File: src/rtl/demux8_deser.sv
// Registered 1-to-8 demultiplexer / serial-to-parallel deserializer.
// Bits are steered by address (load) or by an auto-incrementing position (shift).
module demux8_deser (
  input  logic       clk,
  input  logic       rst,
  input  logic       d,
  input  logic [2:0] s,
  input  logic       load,
  input  logic       shift,
  input  logic       clr,
  input  logic       out_ready,
  output logic [7:0] q,
  output logic       out_valid,
  output logic [2:0] cnt,
  output logic       overrun,
  output logic [7:0] shadow_q
);

  logic [7:0] shadow_reg, shadow_next;
  logic [2:0] cnt_reg, cnt_next;
  logic [7:0] q_reg, q_next;
  logic       valid_reg, valid_next;
  logic       overrun_reg, overrun_next;
  logic       complete;
  logic       accept;

  // A clr cycle suppresses the shift, so it can never complete a word.
  assign complete = shift && !clr && (cnt_reg == 3'd7);
  assign accept   = valid_reg && out_ready;

  genvar gi;
  generate
    for (gi = 0; gi < 8; gi++) begin : g_bit
      always_comb begin
        shadow_next[gi] = shadow_reg[gi];
        if (clr) begin
          shadow_next[gi] = 1'b0;
        end else if (shift) begin
          if (cnt_reg == 3'(gi)) shadow_next[gi] = d;
        end else if (load && (s == 3'(gi))) begin
          shadow_next[gi] = d;
        end
      end
    end
  endgenerate

  always_comb begin
    cnt_next     = cnt_reg;
    q_next       = q_reg;
    valid_next   = valid_reg;
    overrun_next = overrun_reg;
    if (clr) begin
      cnt_next     = 3'd0;
      overrun_next = 1'b0;
    end else if (shift) begin
      cnt_next = cnt_reg + 3'd1;
    end
    if (complete) begin
      // The completing bit goes straight into q; shadow[7] is updated in parallel.
      q_next     = {d, shadow_reg[6:0]};
      valid_next = 1'b1;
      if (valid_reg && !out_ready) overrun_next = 1'b1;
    end else if (accept) begin
      valid_next = 1'b0;
    end
  end

  always_ff @(posedge clk) begin
    if (rst) begin
      shadow_reg  <= 8'h00;
      cnt_reg     <= 3'd0;
      q_reg       <= 8'h00;
      valid_reg   <= 1'b0;
      overrun_reg <= 1'b0;
    end else begin
      shadow_reg  <= shadow_next;
      cnt_reg     <= cnt_next;
      q_reg       <= q_next;
      valid_reg   <= valid_next;
      overrun_reg <= overrun_next;
    end
  end

  assign q         = q_reg;
  assign out_valid = valid_reg;
  assign cnt       = cnt_reg;
  assign overrun   = overrun_reg;
  assign shadow_q  = shadow_reg;

endmodule

File: config.mk
export PLATFORM = sky130hd
export DESIGN_NAME = demux8_deser
export DESIGN_NICKNAME = d
export VERILOG_FILES = /design/src/rtl/demux8_deser.sv
export SDC_FILE = /design/constraint.sdc
export NUM_CORES = 1
export LEC_CHECK = 0
export CORE_MARGIN = 2
export CORE_UTILIZATION = 48
export DETAILED_ROUTE_END_ITERATION = 8
export PLACE_DENSITY = 0.83
export REMOVE_ABC_BUFFERS = 1
export SETUP_SLACK_MARGIN = 0.3
export SYNTH_ARGS = -nofsm -noshare
export SYNTH_HDL_FRONTEND = slang
export SYNTH_SLANG_ARGS = --single-unit
File: constraint.sdc
create_clock -name clk -period 3.2 [get_ports clk]
set_input_delay 0.48 -clock clk [delete_from_list [all_inputs] [get_ports clk]]
set_output_delay 0.48 -clock clk [all_outputs]
set_load 0.01 [all_outputs]
==> flow_summary.json, run 1 <==
{
  "status": "complete, no violations",
  "layout_min_cycle_time_ns": 2.035,
  "hpwl_mm": 1.501,
  "synth_top_area_share_pct": 42.97,
  "first_pass_iters": 4,
  "synth_area_leader_cell": "dfxtp_1",
  "avgRoutedWirePerCell_um": 12.99,
  "drt_iter0_drc": 6,
  "worst_slew_pin_slew_ns": 0.6168,
  "slew_headroom_pct": 58.75,
  "ios": 31,
  "cts_resized": 0,
  "fin_setup_tns_ns": 0,
  "grt_use_total_pct": 19.23,
  "antenna_left": 0,
  "synth_enable_flop_cells": 0,
  "finalSetupViolations": 0,
  "timing.critical_path.cells": "clkdlybuf4s50_1 -> nand3b_1 -> mux2i_1 -> nor2_1",
  "layout_setup_ws_ns": 1.165,
  "synth.area.top_cells": "dfxtp_1 43%, mux2i_1 17%, ha_1 7.7%",
  "finClkSkew_ns": 0.003140,
  "clkTransAtPathRegs_ns": 0.11,
  "vias": 799,
  "syn-instance-count": 96,
  "worstHoldPathType": "flip-flop to flip-flop",
  "seq_area_frac_synth_pct": 42.97,
  "pre_cts_ws_ns": 0.8070,
  "drc": 0,
  "clockRootBuffer": "clkbuf_4",
  "finalMaxSlewViolations": 0,
  "antennaDiodeCount": 0,
  "critPathMaxStageDelay_ns": 0.81,
  "layout.cells.non_filler": 154,
  "synthArstFlopShare_pct": 0,
  "dpl_cell_area_um2": 1286,
  "antenna_found_initial": 0,
  "numCtsBuffers": 3,
  "fmax_ghz": 0.4913,
  "arrival_ns": 2.21,
  "placementRows": 16,
  "start_util_pct": 50.39,
  "port_buffers": 30,
  "multi_input_area_um2": 516.7,
  "htree_levels": 1,
  "syn_area_um2": 978.4,
  "fp.dieArea_um2": 2416,
  "cts_tree": "done",
  "fin_nets": 144,
  "power.density_nw_per_um2": 335.0,
  "syn2layout_area_growth_pct": 34.27,
  "postLayoutCellArea_um2": 1314,
  "crit_path_top_delay_cell": "clkdlybuf4s50_1",
  "cts_buffer_depth": 2,
  "grt_pass1_vias": 855,
  "synth-seq-cells": 21,
  "synth_warnings": 0,
  "dp.cells": 150,
  "gp_congestion": 0.8404,
  "routed_wl_mm": 2.001,
  "min_period_over_period_pct": 63.61,
  "drt-vias-per-instance": 5.188,
  "ir_drop_v": 0.0002578,
  "grt_max_degree": 17,
  "cts_hold_buf": 0,
  "path_class": "primary input to flip-flop",
  "cts_setup_buffers": 0,
  "syn_avg_cell_area_um2": 10.19,
  "startpoint_type": "primary input",
  "n_fill_cell": 166,
  "ys_types": 26,
  "grt_overflow": 0,
  "register_area_um2": 420.4,
  "clkLatencyLatePin_ns": 0.30,
  "rsz0062_at_grt": "no",
  "drive_gt1_share_pct": 6.299,
  "clock_sinks": 21,
  "grt_pass1_wl_mm": 3.677,
  "die_h_um": 49.15,
  "worst-path-max-fanout": 16,
  "die_w_um": 49.15,
  "hold_viol": 0,
  "cp.required_ns": 3.37,
  "leakagePower_nw": 0.5633,
  "coreArea_um2": 1942,
  "synth_flop_cell": "dfxtp_1",
  "endpoint_kind": "flip-flop",
  "maxCapViolations": 0
}
placed cells by master (no fill, tap or decap), drive strengths merged:
master         instances
a2111oi                1
a21oi                  1
a22oi                  3
a32oi                  3
and3b                  1
and4bb                 1
clkbuf                 3
clkdlybuf4s50         30
clkinv                 1
dfxtp                 21
ha                     6
inv                    4
mux2i                 17
nand2                 11
nand2b                 1
nand3                  1
nand3b                 1
nor2                  12
nor2b                  2
nor3                   2
nor3b                  1
o21a                   1
o31ai                  2
xnor2                  1
worst paths after layout:
path                from     endpoint  slack (ns)  depth (start not counted)
max                shift         q[3]        1.16                          4
min          shadow_q[7]  shadow_q[7]        0.48                          2
max reg2reg       cnt[0]         q[3]        1.46                          5
min reg2reg  shadow_q[7]  shadow_q[7]        0.48                          2
through the flow:
stage / hold WS (ns) / power [mW] / util [%]
finish: 0.4757 / 0.4401 / 67.65
global route: 0.5115 / 0.4641 / 67.65
CTS: 0.4774 / 0.4444 / 67.65
detailed placement: 0.4557 / 0.3204 / 66.24
global placement: 0.4444 / 0.3194 / 66.24
floorplan: 0.4790 / 0.2922 / -
layout make-up:
cell class	instances	area share, %
clock buffers	3	1.714
clock inverters	1	0.3810
inverters	4	1.143
multi-input cells	68	39.33
flip-flops and latches	21	32.00
well taps	27	2.571
repair buffers	30	22.86
critical path: cells and delay by family:
kind          cells  cell delay [ns]
simple gates      2             0.59
buf+inv           1             0.81
mux               1             0.32
Yosys cell counts (2+ instances only):
library cell	instances
a22oi_1	2
a32oi_1	3
buf_6	2
dfxtp_1	21
ha_1	6
inv_1	4
mux2i_1	17
nand2_1	11
nor2_1	11
nor3_1	2
o31ai_1	2
cells by family (layout without fill, tap and decap cells):
| group | after synthesis | after routing | synth area share, % |
|---|---|---|---|
| mux | 17 | 17 | 17.39 |
| compound gates | 11 | 11 | 9.845 |
| xor+xnor | 1 | 1 | 0.8953 |
| simple gates | 33 | 33 | 17.01 |
| flops | 21 | 21 | 42.97 |
| buf+inv | 7 | 38 | 4.219 |
| fa+ha+maj | 6 | 6 | 7.672 |
report_power, final:
part	total [mW]	leakage [nW]	switching, mW	internal [mW]
combinational	0.0480	0.376	0.0238	0.0242
sequential	0.267	0.169	0.00313	0.264
clock	0.125	0.0177	0.0787	0.0466
total	0.440	0.563	0.106	0.334
layer usage:
metal	track usage (%)	up-vias	routed length, um
met4	6.667	0	14
li1	-	400	-
met3	3.681	2	91
met2	34.91	23	1006
met5	0	-	0
met1	22.24	374	888
Power figures use the tool's default switching activity.
==> run 2, diff against run 1 <==
CORE_UTILIZATION = 40   (was 48)
PLACE_DENSITY = 0.74   (was 0.83)
clock period = 1.7 ns   (was 3.2 ns; I/O delays follow)
==> flow_summary.json, run 2 (synthesis gave the netlist of run 1 again) <==
{
  "status": "complete, no violations",
  "routedLengthMet1_mm": 1.032,
  "finalSetupViolations": 0,
  "clkLatencyLatePin_ns": 0.30,
  "grt_use_total_pct": 19.00,
  "fin_setup_tns_ns": 0,
  "hpwl_mm": 1.678,
  "start_util_pct": 43.40,
  "cts_hold_buf": 0,
  "drc": 0,
  "worstHoldPathType": "flip-flop to flip-flop",
  "min_period_over_period_pct": 79.87,
  "clkTransAtPathRegs_ns": 0.12,
  "path_buf_inv": 1,
  "rsz0062_at_grt": "yes",
  "placementRows": 17,
  "timing.critical_path.cells": "ha_4 -> ha_4 -> nand3b_1 -> buf_6 -> mux2i_1 -> nor2_1",
  "wl_met3_um": 99,
  "antenna_left": 0,
  "finalMaxSlewViolations": 0,
  "fp.dieArea_um2": 2858,
  "port_buffers": 30,
  "finClkSkew_ns": 0.004068,
  "critPathMaxStageDelay_ns": 0.38,
  "fmax_ghz": 0.7365,
  "clockRootBuffer": "clkbuf_4",
  "n_fill_cell": 207,
  "maxCapViolations": 0,
  "die_w_um": 53.46,
  "startpoint_type": "flip-flop",
  "cp.required_ns": 1.91,
  "antennaDiodeCount": 0,
  "arrival_ns": 1.57,
  "crit_path_top_delay_cell": "dfxtp_4",
  "top_layer": "met4",
  "syn2layout_area_growth_pct": 44.63,
  "clock_sinks": 21,
  "ir_drop_v": 0.0003351,
  "leakagePower_nw": 0.7166,
  "antenna_found_initial": 0,
  "pre_cts_ws_ns": 0.07808,
  "avgRoutedWirePerCell_um": 13.92,
  "total_power_mw": 0.8438,
  "worst_slew_pin_slew_ns": 0.3592,
  "layout_commonest_cell": "dlygate4sd2_1",
  "gp_congestion": 0.8173,
  "ios": 31,
  "layout_min_cycle_time_ns": 1.358,
  "crit_top_cell": "ha_4",
  "cts_tree": "done",
  "coreArea_um2": 2255,
  "slew_headroom_pct": 76.00,
  "grt_pass1_wl_mm": 3.843,
  "htree_levels": 1,
  "crit_family": "flip-flops",
  "drt-vias-per-instance": 5.024,
  "layout_setup_ws_ns": 0.3422,
  "hold_viol": 0,
  "routed_wl_mm": 2.310,
  "grt_max_degree": 13,
  "fin_nets": 155,
  "postLayoutCellArea_um2": 1415,
  "die_h_um": 53.46,
  "drt_iter0_drc": 14,
  "first_pass_iters": 4,
  "path_class": "flip-flop to flip-flop",
  "drive_gt1_share_pct": 17.39,
  "worst-path-max-fanout": 5,
  "grt_pass1_vias": 792,
  "dpl_cell_area_um2": 1340,
  "wl_met2_mm": 1.141,
  "reg2reg_slack_ns": 0.34,
  "endpoint_kind": "flip-flop",
  "cts_buffer_depth": 2,
  "layout_common_cells": "21 x dlygate4sd2_1, 18 x dfxtp_1, 17 x mux2i_1",
  "vias": 834,
  "grt_overflow": 0,
  "power.density_nw_per_um2": 596.3,
  "numCtsBuffers": 3
}
==> run 2: changes by cell type in the layout (fill, tap and decap cells not counted) <==
cell,change
ha_1,-2
buf_4,+9
dlygate4sd2_1,+21
dfxtp_1,-3
buf_6,+2
dfxtp_4,+3
ha_4,+2
clkdlybuf4s50_1,-21
==> run 2: power by group <==
part	total (mW)	internal, mW	switching [mW]
Combinational	0.104	0.0536	0.0501
Clock	0.241	0.0878	0.153
Sequential	0.499	0.494	0.00542
Total	0.844	0.635	0.209
==> run 2: layout make-up <==
| type | instances | area, um^2 | area share (%) |
|---|---|---|---|
| inverters | 4 | 15.01 | 1.061 |
| flip-flops and latches | 21 | 431.7 | 30.50 |
| repair buffers | 41 | 364.1 | 25.73 |
| well taps | 28 | 35.03 | 2.476 |
| clock inverters | 1 | 5.005 | 0.3537 |
| multi-input cells | 68 | 541.8 | 38.28 |
| clock buffers | 3 | 22.52 | 1.592 |
==> run 2: per-stage QoR <==
stage | hold slack, ns | util (%) | cells
global route | 0.5022 | 62.76 | 166
finish | 0.4637 | 62.76 | 166
CTS | 0.4680 | 60.93 | 164
detailed placement | 0.4500 | 59.43 | 158
global placement | 0.4446 | 59.43 | 158
floorplan | 0.3241 | - | 93
==> run 2: worst register-to-register path, delay by kind of cell, from the launching register on <==
family | cells | cell delay [ns]
fa+ha+maj | 2 | 0.32
buf+inv | 1 | 0.17
flops | 1 | 0.38
mux | 1 | 0.20
simple gates | 2 | 0.21
==> run 2: what timing repair did <==
action                                  in CTS  in global routing
endpoints found under the hold margin        0                  0
endpoints found under the setup margin      29                  8
pin swaps                                    0                  1
cloned                                       1                  0
buffers inserted                             1                  2
gates resized for setup                     30                  4
==> run 2: worst paths after layout <==
path / startpoint / end / cells after the start
worst max-delay path: cnt[1] / q[7] / 6
worst min register to register: shadow_q[7] / shadow_q[7] / 2
worst min-delay path: shadow_q[7] / shadow_q[7] / 2
worst max register to register: cnt[1] / q[7] / 6
==> run 2: routing by layer <==
metal	track usage [%]	vias to the layer above
met1	22.80	390
met4	8.974	0
met3	3.107	4
met2	32.51	21
li1	-	419
met5	0	-
